## config.mk

```make
export PLATFORM = sky130hd
export DESIGN_NAME = aes_ahb_initiator_flat
export DESIGN_NICKNAME = d
export VERILOG_FILES = /design/src/rtl/aes_ahb_initiator_pkg.sv /design/src/rtl/aes_ahb_initiator_if.sv /design/src/rtl/aes_ahb_initiator.sv /design/src/flat_wrapper.sv
export SDC_FILE = /design/constraint.sdc
export NUM_CORES = 1
export LEC_CHECK = 0
export BUFFER_PORTS_ARGS = -buffer_cell sky130_fd_sc_hd__buf_2
export CORE_AREA = 5 5 220 222
export DETAILED_ROUTE_END_ITERATION = 8
export DIE_AREA = 0 0 225 227
export GPL_TIMING_DRIVEN = 0
export PLACE_DENSITY = 0.74
export SYNTH_ARGS = -nofsm -noshare
export SYNTH_HDL_FRONTEND = slang
export SYNTH_SLANG_ARGS = --single-unit
export TNS_END_PERCENT = 20
```

## constraint.sdc

```tcl
create_clock -name HCLK -period 21.2 [get_ports HCLK]
set_input_delay 2.12 -clock HCLK [delete_from_list [all_inputs] [get_ports HCLK]]
set_output_delay 2.12 -clock HCLK [all_outputs]
set_load 0.05 [all_outputs]
```

## src/rtl/aes_ahb_initiator_pkg.sv

```systemverilog
// Shared constants and types for the AES AHB-Lite initiator.
// Address map of the AES slave and the job sequencer states.
package aes_ahb_pkg;

    localparam logic [31:0] ADDR_DATA   = 32'd100;
    localparam logic [31:0] ADDR_KEY    = 32'd200;
    localparam logic [31:0] ADDR_CTRL   = 32'd301;
    localparam logic [31:0] ADDR_COMMIT = 32'd401;
    localparam int          WAIT_CYCLES = 20;

    localparam logic [1:0] HTRANS_IDLE   = 2'b00;
    localparam logic [1:0] HTRANS_NONSEQ = 2'b10;
    localparam logic [2:0] HSIZE_WORD    = 3'b010;
    localparam logic [2:0] HBURST_SINGLE = 3'b000;

    typedef enum logic [3:0] {
        IDLE,
        WR_DATA,
        COMMIT_DATA,
        WR_KEY,
        COMMIT_KEY,
        WR_CTRL,
        COMMIT_CTRL,
        WAIT,
        RD,
        DONE
    } state_t;

endpackage

```

## src/rtl/aes_ahb_initiator_if.sv

```systemverilog
// AHB-Lite signal bundle between the initiator and the AES slave.
// Master drives address/control/write data; slave returns ready/read data.
interface aes_ahb_initiator_if;

    logic [31:0] HADDR;
    logic [31:0] HWDATA;
    logic        HWRITE;
    logic [1:0]  HTRANS;
    logic [2:0]  HSIZE;
    logic [2:0]  HBURST;
    logic        HREADY;
    logic [31:0] HRDATA;

    modport master (
        output HADDR, HWDATA, HWRITE, HTRANS, HSIZE, HBURST,
        input  HREADY, HRDATA
    );

    modport slave (
        input  HADDR, HWDATA, HWRITE, HTRANS, HSIZE, HBURST,
        output HREADY, HRDATA
    );

endinterface

```

## src/rtl/aes_ahb_initiator.sv

```systemverilog
// AHB-Lite master running one AES job: load data and key, commit,
// set enable/mode, wait, then read the 128-bit result back.
module aes_ahb_initiator
    import aes_ahb_pkg::*;
(
    input  logic         HCLK,
    input  logic         HRESET,
    input  logic         start,
    input  logic [127:0] data_in,
    input  logic [127:0] key_in,
    input  logic         encrypt_mode,
    output logic         busy,
    output logic [127:0] result,
    output logic         result_valid,
    aes_ahb_initiator_if.master bus
);

    localparam logic [7:0] WAIT_LAST = 8'(WAIT_CYCLES - 1);

    state_t          state, state_n;
    logic [1:0]      idx, idx_n;
    logic [7:0]      cnt, cnt_n;
    logic [3:0][31:0] data_r, key_r, shadow;
    logic            mode_r;
    logic [31:0]     hwdata_r, wdata_n, haddr_n;
    logic            hwrite_n;
    logic [1:0]      htrans_n;
    logic            rd_dp;
    logic [1:0]      rd_word;
    logic            accept;

    assign accept = (state == IDLE) && start && !busy;

    assign bus.HADDR  = haddr_n;
    assign bus.HTRANS = htrans_n;
    assign bus.HWRITE = hwrite_n;
    assign bus.HWDATA = hwdata_r;
    assign bus.HSIZE  = HSIZE_WORD;
    assign bus.HBURST = HBURST_SINGLE;

    // Sequencer state, word index and wait counter.
    always_ff @(posedge HCLK or posedge HRESET) begin
        if (HRESET) begin
            state <= IDLE;
            idx   <= '0;
            cnt   <= '0;
        end else begin
            state <= state_n;
            idx   <= idx_n;
            cnt   <= cnt_n;
        end
    end

    // Next state and the current address phase; advances only on HREADY.
    always_comb begin
        state_n  = state;
        idx_n    = idx;
        cnt_n    = cnt;
        haddr_n  = '0;
        htrans_n = HTRANS_IDLE;
        hwrite_n = 1'b0;
        wdata_n  = '0;
        case (state)
            IDLE: begin
                if (accept) begin
                    state_n = WR_DATA;
                    idx_n   = '0;
                end
            end
            WR_DATA: begin
                haddr_n  = ADDR_DATA + {30'd0, idx};
                htrans_n = HTRANS_NONSEQ;
                hwrite_n = 1'b1;
                wdata_n  = data_r[~idx];
                if (bus.HREADY) begin
                    idx_n = idx + 2'd1;
                    if (idx == 2'd3) state_n = COMMIT_DATA;
                end
            end
            COMMIT_DATA: begin
                haddr_n  = ADDR_COMMIT;
                htrans_n = HTRANS_NONSEQ;
                hwrite_n = 1'b1;
                if (bus.HREADY) state_n = WR_KEY;
            end
            WR_KEY: begin
                haddr_n  = ADDR_KEY + {30'd0, idx};
                htrans_n = HTRANS_NONSEQ;
                hwrite_n = 1'b1;
                wdata_n  = key_r[~idx];
                if (bus.HREADY) begin
                    idx_n = idx + 2'd1;
                    if (idx == 2'd3) state_n = COMMIT_KEY;
                end
            end
            COMMIT_KEY: begin
                haddr_n  = ADDR_COMMIT + 32'd1;
                htrans_n = HTRANS_NONSEQ;
                hwrite_n = 1'b1;
                if (bus.HREADY) state_n = WR_CTRL;
            end
            WR_CTRL: begin
                haddr_n  = ADDR_CTRL + {30'd0, idx};
                htrans_n = HTRANS_NONSEQ;
                hwrite_n = 1'b1;
                wdata_n  = (idx == 2'd0) ? 32'd1 : {31'd0, mode_r};
                if (bus.HREADY) begin
                    if (idx == 2'd1) begin
                        idx_n   = '0;
                        state_n = COMMIT_CTRL;
                    end else begin
                        idx_n = idx + 2'd1;
                    end
                end
            end
            COMMIT_CTRL: begin
                haddr_n  = ADDR_COMMIT + 32'd2;
                htrans_n = HTRANS_NONSEQ;
                hwrite_n = 1'b1;
                if (bus.HREADY) begin
                    state_n = WAIT;
                    cnt_n   = '0;
                end
            end
            WAIT: begin
                if (bus.HREADY) begin
                    if (cnt == WAIT_LAST) begin
                        state_n = RD;
                        cnt_n   = '0;
                        idx_n   = '0;
                    end else begin
                        cnt_n = cnt + 8'd1;
                    end
                end
            end
            RD: begin
                haddr_n  = ADDR_DATA + {30'd0, idx};
                htrans_n = HTRANS_NONSEQ;
                if (bus.HREADY) begin
                    idx_n = idx + 2'd1;
                    if (idx == 2'd3) state_n = DONE;
                end
            end
            DONE: begin
                if (bus.HREADY) state_n = IDLE;
            end
            default: state_n = IDLE;
        endcase
    end

    // Job latches, lagged write data, read capture and result handoff.
    always_ff @(posedge HCLK or posedge HRESET) begin
        if (HRESET) begin
            data_r       <= '0;
            key_r        <= '0;
            mode_r       <= 1'b0;
            busy         <= 1'b0;
            hwdata_r     <= '0;
            rd_dp        <= 1'b0;
            rd_word      <= '0;
            shadow       <= '0;
            result       <= '0;
            result_valid <= 1'b0;
        end else begin
            result_valid <= 1'b0;
            if (accept) begin
                data_r <= data_in;
                key_r  <= key_in;
                mode_r <= encrypt_mode;
                busy   <= 1'b1;
            end else if (result_valid) begin
                busy <= 1'b0;
            end
            if (bus.HREADY) begin
                hwdata_r <= wdata_n;
                rd_dp    <= (state == RD);
                rd_word  <= idx;
                if (rd_dp) shadow[~rd_word] <= bus.HRDATA;
                if (state == DONE) begin
                    result       <= {shadow[3:1], bus.HRDATA};
                    result_valid <= 1'b1;
                end
            end
        end
    end

endmodule

```

## src/flat_wrapper.sv

```systemverilog
// flat-port wrapper written by rule: the top's interface ports become plain ports
module aes_ahb_initiator_flat import aes_ahb_pkg::*;
  (HCLK, HRESET, start, data_in, key_in, encrypt_mode, busy, result, result_valid, bus_HADDR, bus_HWDATA, bus_HWRITE, bus_HTRANS, bus_HSIZE, bus_HBURST, bus_HREADY, bus_HRDATA);
  aes_ahb_initiator_if bus_i ();
  input  logic HCLK;
  input  logic HRESET;
  input  logic start;
  input  logic [127:0] data_in;
  input  logic [127:0] key_in;
  input  logic encrypt_mode;
  output logic busy;
  output logic [127:0] result;
  output logic result_valid;
  output wire logic [$bits(bus_i.HADDR)-1:0] bus_HADDR;
  output wire logic [$bits(bus_i.HWDATA)-1:0] bus_HWDATA;
  output wire logic [$bits(bus_i.HWRITE)-1:0] bus_HWRITE;
  output wire logic [$bits(bus_i.HTRANS)-1:0] bus_HTRANS;
  output wire logic [$bits(bus_i.HSIZE)-1:0] bus_HSIZE;
  output wire logic [$bits(bus_i.HBURST)-1:0] bus_HBURST;
  input wire logic [$bits(bus_i.HREADY)-1:0] bus_HREADY;
  input wire logic [$bits(bus_i.HRDATA)-1:0] bus_HRDATA;
  assign bus_HADDR = bus_i.HADDR;
  assign bus_HWDATA = bus_i.HWDATA;
  assign bus_HWRITE = bus_i.HWRITE;
  assign bus_HTRANS = bus_i.HTRANS;
  assign bus_HSIZE = bus_i.HSIZE;
  assign bus_HBURST = bus_i.HBURST;
  assign bus_i.HREADY = bus_HREADY;
  assign bus_i.HRDATA = bus_HRDATA;
  aes_ahb_initiator u_core (.HCLK(HCLK), .HRESET(HRESET), .start(start), .data_in(data_in), .key_in(key_in), .encrypt_mode(encrypt_mode), .busy(busy), .result(result), .result_valid(result_valid), .bus(bus_i));
endmodule
```

# ---- Word level (Yosys, flattened, before mapping)
# Index checks and enable logic that the tools add are counted.
dict set report classes {
  n_addsub 5
  n_lt_le_gt_ge 3
  eq_ne 28
  n_mux 43
  bitwise 2
  n_reduce_logical 18
}
# cell count
set ops {}
lappend ops {{32-bit one-hot mux with 6 select lines} 1}
lappend ops {{32-bit binary-select mux with 2-bit select} 2}
lappend ops {{128-bit bitwise mux} 1}
lappend ops {{32-bit 2-to-1 mux} 3}
lappend ops {{32-bit one-hot mux with 3 select lines} 1}
lappend ops {{32-bit demux with 2-bit select} 1}
lappend ops {{4-bit 2-to-1 mux} 15}
lappend ops {{4-bit one-hot mux with 10 select lines} 1}
lappend ops {{8-bit 2-to-1 mux} 3}
lappend ops {{2-bit inequality test, second input constant} 9}
lappend ops {{4-bit by 3-bit == test with 1-bit output, second input constant} 4}
lappend ops {{8-bit one-hot mux with 2 select lines} 1}
lappend ops {{15-bit AND reduction} 1}
lappend ops {{2-bit 2-to-1 mux} 7}
lappend ops {{2-bit by 1-bit inequality test with 1-bit output, second input constant} 7}
lappend ops {{9-bit by 2-bit adder with 10-bit output, first input constant} 1}
lappend ops {{8-bit by 2-bit adder with 9-bit output, first input constant} 1}
lappend ops {{7-bit by 2-bit adder with 8-bit output, first input constant} 1}
lappend ops {{8-bit by 1-bit adder with 8-bit output, second input constant} 1}
lappend ops {{4-bit by 2-bit == test with 1-bit output, second input constant} 2}
lappend ops {{4-bit == test, second input constant} 2}
lappend ops {{8-bit by 5-bit == test with 1-bit output, second input constant} 1}
lappend ops {{2-bit one-hot mux with 4 select lines} 1}
lappend ops {{7-bit OR reduction} 1}
lappend ops {{other kinds (20)} 31}
dict set report totals {
  reg_bits 564
  in_bits 293
  output_inout_bits 203
  wordCells 121
}

# ---- Logic depth before layout (Yosys ltp)
# Gate-level depths: netlist (run 1).
dict set report depth {
  word_depth 6
  ltp_mapped 8
  ltp_nobuf 6
}

# ---- Worst setup path before layout (run 1)
# OpenSTA, ideal clock, no wires.
dict set report synth_timing {
  kind {flip-flop to output port}
  from {reg u_core.state[1]}
  to {out bus_HADDR[0]}
  arrival_ns 2.507
  required_time_ns 19.080
  slack_ns 16.573
  path_stages_with_launch 6
  path_buffers 2
  path_cell_list {dfrtp_1 > buf_2 > clkbuf_1 > or3_1 > a21oi_1 > a22o_1}
}
dict set report synth_via {
  elab_chain_len 3
  elab_cells_between_ends 9
  cone_classes {eq/ne (7); mux (1); reduce/logical (1)}
}
# item line_no
set synth_rtl {}
lappend synth_rtl {{from (decl)} aes_ahb_initiator.sv:20} ;# state_t state, state_n;
lappend synth_rtl {{from (signal assigned)} aes_ahb_initiator.sv:48} ;# state <= state_n;
lappend synth_rtl {{4-bit by 1-bit == test with 1-bit output or 4-bit == test (tied branches)} aes_ahb_initiator.sv:63} ;# case (state)
lappend synth_rtl {{2-bit OR reduction (no source line)} --}
lappend synth_rtl {{32-bit one-hot mux with 6 select lines (*)} aes_ahb_initiator.sv:63}
lappend synth_rtl {{to (decl)} flat_wrapper.sv:14} ;# output wire logic [$bits(bus_i.HADDR)-1:0] bus_HADDR;
# Every way passes the cells marked *; elsewhere a longest branch is shown, timed or not.

# ---- Worst setup path in the final report (run 1)
dict set report layout_timing {
  from {reg u_core.idx[1]}
  to {out bus_HADDR[1]}
}
dict set report layout_via {
  elab_chain_len 2
  elab_cells_between_ends 4
  cone_classes {add/sub (3); mux (1)}
}
# item line_no
set layout_rtl {}
lappend layout_rtl {{from (decl)} aes_ahb_initiator.sv:21} ;# logic [1:0] idx, idx_n;
lappend layout_rtl {{from (signal assigned)} aes_ahb_initiator.sv:49} ;# idx <= idx_n;
lappend layout_rtl {{9-bit by 2-bit adder with 10-bit output, or another cell as far along} aes_ahb_initiator.sv:103} ;# haddr_n = ADDR_CTRL + {30'd0, idx};
lappend layout_rtl {{32-bit one-hot mux with 6 select lines (*)} aes_ahb_initiator.sv:63}
# Marks and branches as above.

==> flow_summary.json, run 1 <==
{
  "post_cts_buffers": 0,
  "ys_types": 53,
  "cp_slowest_stage_delay_ps": 770,
  "path_depth": 8,
  "area_growth_pct": 22.58,
  "initial_core_util_pct": 49.25,
  "dp.final_hpwl_mm": 46.85,
  "final_cell_mix": "532 x dfrtp_1, 499 x buf_2, 375 x mux2_2",
  "ys_seq_area_share_pct": 58.55,
  "cp_max_fo": 10,
  "tns_ps": 0,
  "rows": 79,
  "gp_congestion": 0.8819,
  "p_total_mw": 3.986,
  "grt_pass1_wl_mm": 94.62,
  "grtUsageMet3_pct": 7.879,
  "placed_cells": 2542,
  "fp.dieH_um": 227,
  "antenna_found_initial": 39,
  "slowest_stage": "clkbuf_1",
  "overflow": 0,
  "grt_use_met1_pct": 30.09,
  "die_area_mm2": 0.05108,
  "synth_cells": 1438,
  "met2_usage_pct": 41.87,
  "wl_per_cell_um": 23.69,
  "cts.sink_count": 532,
  "min_path_type": "register to register",
  "cp-startpoint": "u_core.idx[1]",
  "wirelength_mm": 62.95,
  "hold_viol": 0,
  "critPathRequiredTime_ps": 19080,
  "fmax_ghz": 0.1708,
  "slew_headroom_pct": 31.55,
  "pin_count": 496,
  "async_flop_share_pct": 100.0,
  "busiest_layer": "met2",
  "cp_cell_sequence": "buf_1, clkbuf_1, inv_1, ha_1, inv_1, o21ai_0, a32o_1, buf_2",
  "clock-root-buffer": "clkbuf_16",
  "final_util_pct": 60.37,
  "syn_area_mm2": 0.02274,
  "period_share_pct": 27.62,
  "synth_edf_count": 0,
  "setup_ws_ps": 15340,
  "via_per_inst": 5.454,
  "drc_errors": 0,
  "coreArea_mm2": 0.04616,
  "cp_common_cell": "inv_1",
  "outcome": "complete, no violations",
  "avgSynthCellArea_um2": 15.81,
  "rrSetupSlack_ps": 17940,
  "finalInstanceArea_mm2": 0.02787,
  "synthFlopType": "dfrtp_1",
  "reg2reg_depth": 8,
  "grt_pass1_vias": 15490,
  "irDropWorstVdd_v": 0.0001149,
  "critPathKind": "register to primary output",
  "ys_ff_latch": 532,
  "drv_slew": 0,
  "nets": 2290,
  "powerDensity_mw_per_mm2": 143.0,
  "ant_nets": 0,
  "fp.dieW_um": 225,
  "startpoint_type": "register",
  "min_period_ps": 5856,
  "cts_tree": "done",
  "layout-drive-gt1-share_pct": 58.23,
  "clk_path_buf_depth": 3,
  "cp-endpoint": "bus_HADDR[1]",
  "path_buf_inv": 5,
  "firstDrtPassIters": 6,
  "cts_made_buffers": 55,
  "finalNonFillerCells": 2657,
  "rsz0062_at_grt": "false",
  "place.port_buffers": 465,
  "final_common_cell": "dfrtp_1",
  "max_slew.worst_pin.slew_ps": 1027,
  "via_count": 14490,
  "drt_iter0_markers": 962,
  "postPlaceCellArea_mm2": 0.02605,
  "htreeDepth": 2,
  "clkTransAtPathRegs_ps": 60,
  "cts_resized": 0,
  "max-cap-violations": 0,
  "finClkSkew_ps": 12.49,
  "end_kind": "primary output",
  "cts.hold.buffers_added": 0,
  "grt_use_total_pct": 24.27,
  "leakagePower_nw": 14.12,
  "r2r_start": "u_core.idx[1]",
  "crit_family": "buffers and inverters",
  "finalSetupViolations": 0,
  "hold_ws_ps": 499.0,
  "grt_max_degree": 127,
  "yosys_warnings": 0,
  "timing.rr.end": "u_core.state[1]",
  "clock_latency_ps": 600,
  "place_ws_ps": 15890,
  "crit_arrival_ps": 3740
}
## cell families (layout without fill, tap and decap cells)
| logic type | after synthesis | count (layout) | synth area share (%) |
|---|---|---|---|
| AND/OR/NAND/NOR | 81 | 81 | 2.009 |
| AO/OA/AOI/OAI | 99 | 99 | 2.939 |
| adder cells (fa/ha/maj) | 5 | 5 | 0.2752 |
| flip-flops | 532 | 532 | 58.55 |
| multiplexers | 549 | 549 | 32.16 |
| buffers and inverters | 164 | 733 | 3.803 |
| XOR/XNOR | 6 | 6 | 0.2311 |
| other | 2 | 45 | 0.03303 |
## worst reg2reg max path, stage by stage (launching register included)
cell	delay [ps]
dfrtp_1	490
buf_1	570
clkbuf_1	770
inv_1	200
ha_1	270
nand2b_1	150
a21o_1	210
and3_1	180
a221o_1	310
## synthesized netlist by cell type, types with 2 or more instances
cell	instances	share of area [%]
nand2_1	15	0.25
conb_1	2	0.033
mux4_2	64	6.3
nand3_1	8	0.18
a22oi_1	32	1.1
buf_4	31	1.0
buf_1	12	0.20
a21oi_1	10	0.22
buf_6	12	0.59
buf_2	34	0.75
or3_1	5	0.14
nand2b_1	6	0.17
mux2_2	375	19
a211oi_1	2	0.066
xor2_1	5	0.19
o2bb2ai_1	2	0.077
nor3b_1	3	0.099
nor3_1	5	0.11
clkbuf_1	33	0.54
o31ai_1	2	0.066
and3_1	5	0.14
and4b_1	2	0.088
or2_2	2	0.055
nor2b_1	2	0.055
ha_1	5	0.28
nor2_1	15	0.25
o22ai_1	31	0.85
a22o_1	2	0.077
dfrtp_1	532	59
nand4_1	5	0.14
mux2_4	109	7.2
o21ai_0	9	0.20
inv_1	41	0.68
## flip-flops by register name (all words and copies together), names as in the netlist
name	cells
u_core.bus.HWDATA	32
u_core.busy	1
u_core.cnt	8
u_core.data_r	128
u_core.idx	2
u_core.key_r	128
u_core.mode_r	1
u_core.rd_dp	1
u_core.rd_word	2
u_core.result	128
u_core.result_valid	1
u_core.shadow	96
u_core.state	4
## per-layer routing
layer	wire (um)	vias up	share of wire [%]
met2	31710	496	50
met4	1333	50	2.1
met1	24490	7501	39
met3	5113	144	8.1
met5	296	-	0.47
li1	-	6299	-
## layout make-up
cell class	count	area (um^2)
antenna	15	37.54
timing repair buffer	469	2437
multi-input combinational	770	8663
clock buffer	83	1634
tap	607	759.5
clock inverter	17	152.6
sequential	532	13310
fill	3507	18290
inverter	42	165.2
buffer	122	706.9
## how the worst min path moves through the flow
stage                      start                 to  slack, ps  cells past startpoint
2_1_floorplan      u_core.mode_r      u_core.mode_r        470                      1
3_3_place_gp   u_core.shadow[93]  u_core.result[93]        480                      1
3_5_place_dp   u_core.shadow[81]  u_core.result[81]        480                      1
4_1_cts        u_core.shadow[81]  u_core.result[81]        500                      1
5_1_grt        u_core.shadow[55]  u_core.result[55]        510                      1
6_report       u_core.shadow[55]  u_core.result[55]        500                      1
## power by group
part           internal (mW)  switching, mW  leakage [nW]  total (mW)
logic                  0.634          0.812          6.34        1.45
clock network          0.555          0.398         0.872       0.954
registers               1.38          0.202          6.91        1.59
Note: power is estimated with default switching activity, not from simulation.
==> run 2: changes to the inputs <==
==> constraint.sdc (replaced) <==
create_clock -name HCLK -period 5.5 [get_ports HCLK]
set_input_delay 0.55 -clock HCLK [delete_from_list [all_inputs] [get_ports HCLK]]
set_output_delay 0.55 -clock HCLK [all_outputs]
set_load 0.05 [all_outputs]
==> flow_summary.json, run 2 (synthesized netlist as in run 1, its figures left out) <==
{
  "final_cell_mix": "532 x dfrtp_1, 499 x buf_2, 375 x mux2_2",
  "cp_max_fo": 10,
  "fmax_ghz": 0.2347,
  "via_count": 14420,
  "wirelength_mm": 63.86,
  "max-cap-violations": 0,
  "cp_common_cell": "inv_1",
  "cts_made_buffers": 55,
  "rows": 79,
  "fp.dieH_um": 227,
  "hold_viol": 0,
  "via_per_inst": 5.406,
  "grt_max_degree": 45,
  "layout-drive-gt1-share_pct": 58.54,
  "clk_path_buf_depth": 3,
  "cts_tree": "done",
  "finalSetupViolations": 0,
  "cp_slowest_stage_delay_ps": 740,
  "drv_slew": 0,
  "setup_ws_ps": 1240,
  "slowest_stage": "clkbuf_1",
  "cts.hold.buffers_added": 0,
  "irDropWorstVdd_v": 0.0004039,
  "place_ws_ps": 1846,
  "htreeDepth": 2,
  "ant_nets": 0,
  "largestRegisters": "u_core.data_r x128, u_core.key_r x128, u_core.result x128",
  "min_path_type": "input port to async pin",
  "initial_core_util_pct": 49.25,
  "cp_cell_sequence": "buf_1, clkbuf_1, inv_1, ha_1, inv_1, o21ai_0, a32o_1, buf_2",
  "min_period_ps": 4260,
  "drc_errors": 0,
  "firstDrtPassIters": 5,
  "tns_ps": 0,
  "clkTransAtPathRegs_ps": 60,
  "fillers": 3583,
  "reg2reg_depth": 8,
  "rrSetupSlack_ps": 2260,
  "drt_iter0_markers": 836,
  "final_util_pct": 60.78,
  "crit_arrival_ps": 3710,
  "dp.final_hpwl_mm": 48.36,
  "critPathRequiredTime_ps": 4950,
  "end_kind": "primary output",
  "fp.dieW_um": 225,
  "cts_resized": 0,
  "path_buf_inv": 5,
  "rsz0062_at_grt": "false",
  "grt_pass1_vias": 15590,
  "slew_headroom_pct": 38.76,
  "finClkSkew_ps": 24.00,
  "die_area_mm2": 0.05108,
  "multi_input_area_mm2": 0.008663,
  "period_share_pct": 77.45,
  "pin_count": 496,
  "clock-root-buffer": "clkbuf_16",
  "grt_use_total_pct": 24.61,
  "outcome": "complete, no violations",
  "nets": 2300,
  "leakagePower_nw": 14.21,
  "r2r_start": "u_core.idx[1]",
  "area_growth_pct": 23.40,
  "critPathKind": "register to primary output",
  "crit_family": "buffers and inverters",
  "clock_latency_ps": 600,
  "gp_congestion": 0.9049,
  "max_slew.worst_pin.slew_ps": 918.6,
  "cts.sink_count": 532,
  "powerDensity_mw_per_mm2": 549.0,
  "post_cts_buffers": 0,
  "coreArea_mm2": 0.04616,
  "startpoint_type": "register",
  "place.port_buffers": 465,
  "antenna_found_initial": 37,
  "final_common_cell": "dfrtp_1",
  "regArea_mm2": 0.01331,
  "grt_pass1_wl_mm": 95.83,
  "overflow": 0,
  "timing.rr.end": "u_core.state[1]",
  "wl_per_cell_um": 23.94
}
-- run 2: cell count changes in the layout (fill, tap and decap cells not counted), moves of 2 or more --
cell / change
buf_12: +14
buf_16: -4
clkbuf_1: -3
clkbuf_8: +6
clkinv_2: -2
diode_2: +2
-- run 2: worst max path at each step --
stage / cells after the start / endpoint / startpoint / slack, ps
finish: 8 / bus_HADDR[1] / u_core.idx[1] / 1240
global route: 8 / bus_HADDR[1] / u_core.idx[1] / 1020
CTS: 8 / bus_HADDR[1] / u_core.idx[1] / 1180
detailed placement: 8 / bus_HADDR[1] / u_core.idx[1] / 1850
global placement: 2 / u_core.data_r[109] / HRESET / -4990
floorplan: 1 / u_core.bus.HWDATA[0] / HRESET / -2280
-- run 2: per-stage QoR --
step                      total power [mW]  cell area (um^2)  hold slack (ps)  cells
after CTS                            15.50             28010            31.81   2650
after floorplan                      10.20             22840            473.1   1466
after global placement               11.53             25930            438.4   2538
after detailed placement             11.77             26210            441.8   2552
after global routing                 16.11             28040            79.42   2660
final                                15.40             28060            47.27   2667
-- run 2: area by class of cell --
cell class | count | area share, %
Clock buffer | 86 | 6.079
Sequential cell | 532 | 47.45
Clock inverter | 12 | 0.3434
Buffer | 122 | 2.520
Timing Repair Buffer | 479 | 9.294
Tap cell | 607 | 2.707
Antenna cell | 17 | 0.1516
Multi-Input combinational cell | 770 | 30.88
Inverter | 42 | 0.5753
-- run 2: where the power goes --
part / leakage, nW / internal [mW] / switching (mW)
Sequential: 6.91 / 5.34 / 0.791
Clock: 0.885 / 2.16 / 1.52
Combinational: 6.41 / 2.46 / 3.14
-- run 2: per-layer routing --
| metal | routed length [um] | track usage [%] | part of all wire [%] | vias up |
|---|---|---|---|---|
| met5 | 204 | 0 | 0.32 | - |
| met4 | 1457 | 6.836 | 2.3 | 36 |
| met3 | 4899 | 7.840 | 7.7 | 123 |
| met2 | 32710 | 42.52 | 51 | 469 |
| met1 | 24580 | 30.11 | 38 | 7480 |
| li1 | - | - | - | 6311 |
-- run 2: worst register-to-register path, stage by stage (launching register included) --
cell and delay (ps):
dfrtp_1 470, buf_1 580, clkbuf_1 750, inv_1 210, ha_1 270, nand2b_1 150, a21o_1 220, and3_1 180
a221o_1 310
==> run 3: changes to the inputs <==
--- a/config.mk
+++ b/config.mk
@@ -6,11 +6,11 @@
 export NUM_CORES = 1
 export LEC_CHECK = 0
 export BUFFER_PORTS_ARGS = -buffer_cell sky130_fd_sc_hd__buf_2
-export CORE_AREA = 5 5 220 222
+export CORE_AREA = 5 5 222 224
 export DETAILED_ROUTE_END_ITERATION = 8
-export DIE_AREA = 0 0 225 227
+export DIE_AREA = 0 0 227 229
 export GPL_TIMING_DRIVEN = 0
-export PLACE_DENSITY = 0.74
+export PLACE_DENSITY = 0.75
 export SYNTH_ARGS = -nofsm -noshare
 export SYNTH_HDL_FRONTEND = slang
 export SYNTH_SLANG_ARGS = --single-unit
==> constraint.sdc (replaced) <==
create_clock -name HCLK -period 3.54 [get_ports HCLK]
set_input_delay 0.354 -clock HCLK [delete_from_list [all_inputs] [get_ports HCLK]]
set_output_delay 0.354 -clock HCLK [all_outputs]
set_load 0.05 [all_outputs]
==> flow_summary.json, run 3 (synthesized netlist as in run 1, its figures left out) <==
{
  "cp_cell_sequence": "buf_2, clkbuf_4, inv_1, ha_1, inv_1, o21ai_0, a32o_1, buf_2",
  "wl_met2_mm": 35.78,
  "clock-root-buffer": "clkbuf_16",
  "pin_count": 496,
  "crit_family": "buffers and inverters",
  "grt_pass1_wl_mm": 108.4,
  "max_slew.worst_pin.slew_ps": 926.2,
  "initial_core_util_pct": 48.22,
  "drc_errors": 0,
  "coreArea_mm2": 0.04715,
  "drt_iter0_markers": 1043,
  "grt_use_total_pct": 27.05,
  "clk_path_buf_depth": 3,
  "placed_cells": 2559,
  "max-cap-violations": 0,
  "fillers": 3258,
  "final_common_cell": "dfrtp_1",
  "crit_arrival_ps": 2920,
  "die_area_mm2": 0.05198,
  "place.port_buffers": 465,
  "wl_met1_mm": 26.45,
  "hold_viol": 0,
  "cp_slowest_stage_delay_ps": 460,
  "finalSetupViolations": 0,
  "clock_latency_ps": 600,
  "drv_slew": 0,
  "route.met3.wl_mm": 5.233,
  "period_share_pct": 92.42,
  "cp_max_fo": 10,
  "final_cell_mix": "532 x dfrtp_1, 500 x buf_2, 375 x mux2_2",
  "slew_headroom_pct": 38.26,
  "grt_pass1_vias": 18010,
  "grt_max_degree": 47,
  "outcome": "complete, no violations",
  "antenna_found_initial": 11,
  "clkTransAtPathRegs_ps": 60,
  "critPathRequiredTime_ps": 3190,
  "irDropWorstVdd_v": 0.0007253,
  "leakagePower_nw": 15.21,
  "finClkSkew_ps": 34.01,
  "routed.top_layer": "met5",
  "finalNonFillerCells": 2912,
  "overflow": 0,
  "layout-drive-gt1-share_pct": 52.32,
  "firstDrtPassIters": 7,
  "fp.dieH_um": 229,
  "dp.final_hpwl_mm": 47.90,
  "wl_per_cell_um": 24.38,
  "min_period_ps": 3272,
  "hold_ws_ps": 35.24,
  "path_buf_inv": 5,
  "powerDensity_mw_per_mm2": 800.9,
  "rsz0062_at_grt": "false",
  "startpoint_type": "register",
  "cts.sink_count": 532,
  "fp.dieW_um": 227,
  "end_kind": "primary output",
  "area_growth_pct": 33.82,
  "post_cts_buffers": 0,
  "min_path_type": "input port to register",
  "via_per_inst": 5.509,
  "wirelength_mm": 70.99,
  "critPathKind": "register to primary output",
  "slowest_stage": "dfrtp_1",
  "nets": 2544,
  "cts_made_buffers": 55,
  "fmax_ghz": 0.3056,
  "cts_tree": "done",
  "largestRegisters": "u_core.data_r x128, u_core.key_r x128, u_core.result x128",
  "via_count": 16040,
  "rows": 80,
  "ant_nets": 0,
  "htreeDepth": 2,
  "gp_congestion": 0.8830
}
[run 3: cell types whose count changed in the layout (fill, tap and decap cells not counted), sizes merged, moves of 2 or more]
cell | previous run | this run
clkinv | 8 | 14
buf | 568 | 566
inv | 41 | 43
clkbuf | 119 | 112
dlygate4sd3 | 0 | 246
diode | 17 | 9
[run 3: where the power goes]
part / internal, mW / switching (mW) / total, mW
clock: 3.22 / 2.44 / 5.65
sequential: 8.29 / 1.33 / 9.63
combinational: 4.00 / 5.08 / 9.08
[run 3: final cells by class]
| cell class | instances | area [um^2] | share of cell area [%] |
|---|---|---|---|
| Inverter | 42 | 161.4 | 0.5305 |
| Timing Repair Buffer | 724 | 5050 | 16.60 |
| Buffer | 121 | 709.4 | 2.332 |
| Clock buffer | 79 | 1567 | 5.149 |
| Sequential cell | 532 | 13310 | 43.76 |
| Multi-Input combinational cell | 770 | 8663 | 28.47 |
| Tap cell | 615 | 769.5 | 2.529 |
| Clock inverter | 20 | 170.2 | 0.5593 |
| Antenna cell | 9 | 22.52 | 0.07402 |
[run 3: final timing paths]
path	from	endpoint	slack [ps]	cells past startpoint
setup reg to reg	u_core.state[1]	u_core.bus.HWDATA[3]	720	7
max in group asynchronous	HRESET	u_core.shadow[55]	1600	7
min in group asynchronous	HRESET	u_core.data_r[5]	420	3
hold / removal	key_in[71]	u_core.key_r[71]	40	2
hold reg to reg	u_core.result_valid	u_core.busy	470	1
setup / recovery	u_core.idx[1]	bus_HADDR[1]	270	8
[run 3: metal layers]
metal  track usage (%)  vias up
li1                  -     6790
met1             32.55     8196
met4             12.58        6
met5                 0        -
met3             6.467      238
met2             46.02      812
[run 3: through the flow]
stage	power [mW]	area, um^2	TNS, ps	utilization, %	worst slack, ps
6_report	24.37	30430	0	64.54	268.3
3_3_place_gp	17.91	25940	-3534610	55.02	-6711
4_1_cts	24.16	30410	0	64.51	43.67
5_1_grt	25.40	30420	0	64.53	46.74
3_5_place_dp	18.28	26200	0	55.58	66.46
2_1_floorplan	15.84	22840	-2152510	-	-4046
[run 3: repair_timing]
item | CTS | global route
hold endpoints to repair | 269 | 0
endpoints found under the setup margin | 1 | 1
gates resized for setup | 5 | 2
hold buffers | 246 | 0
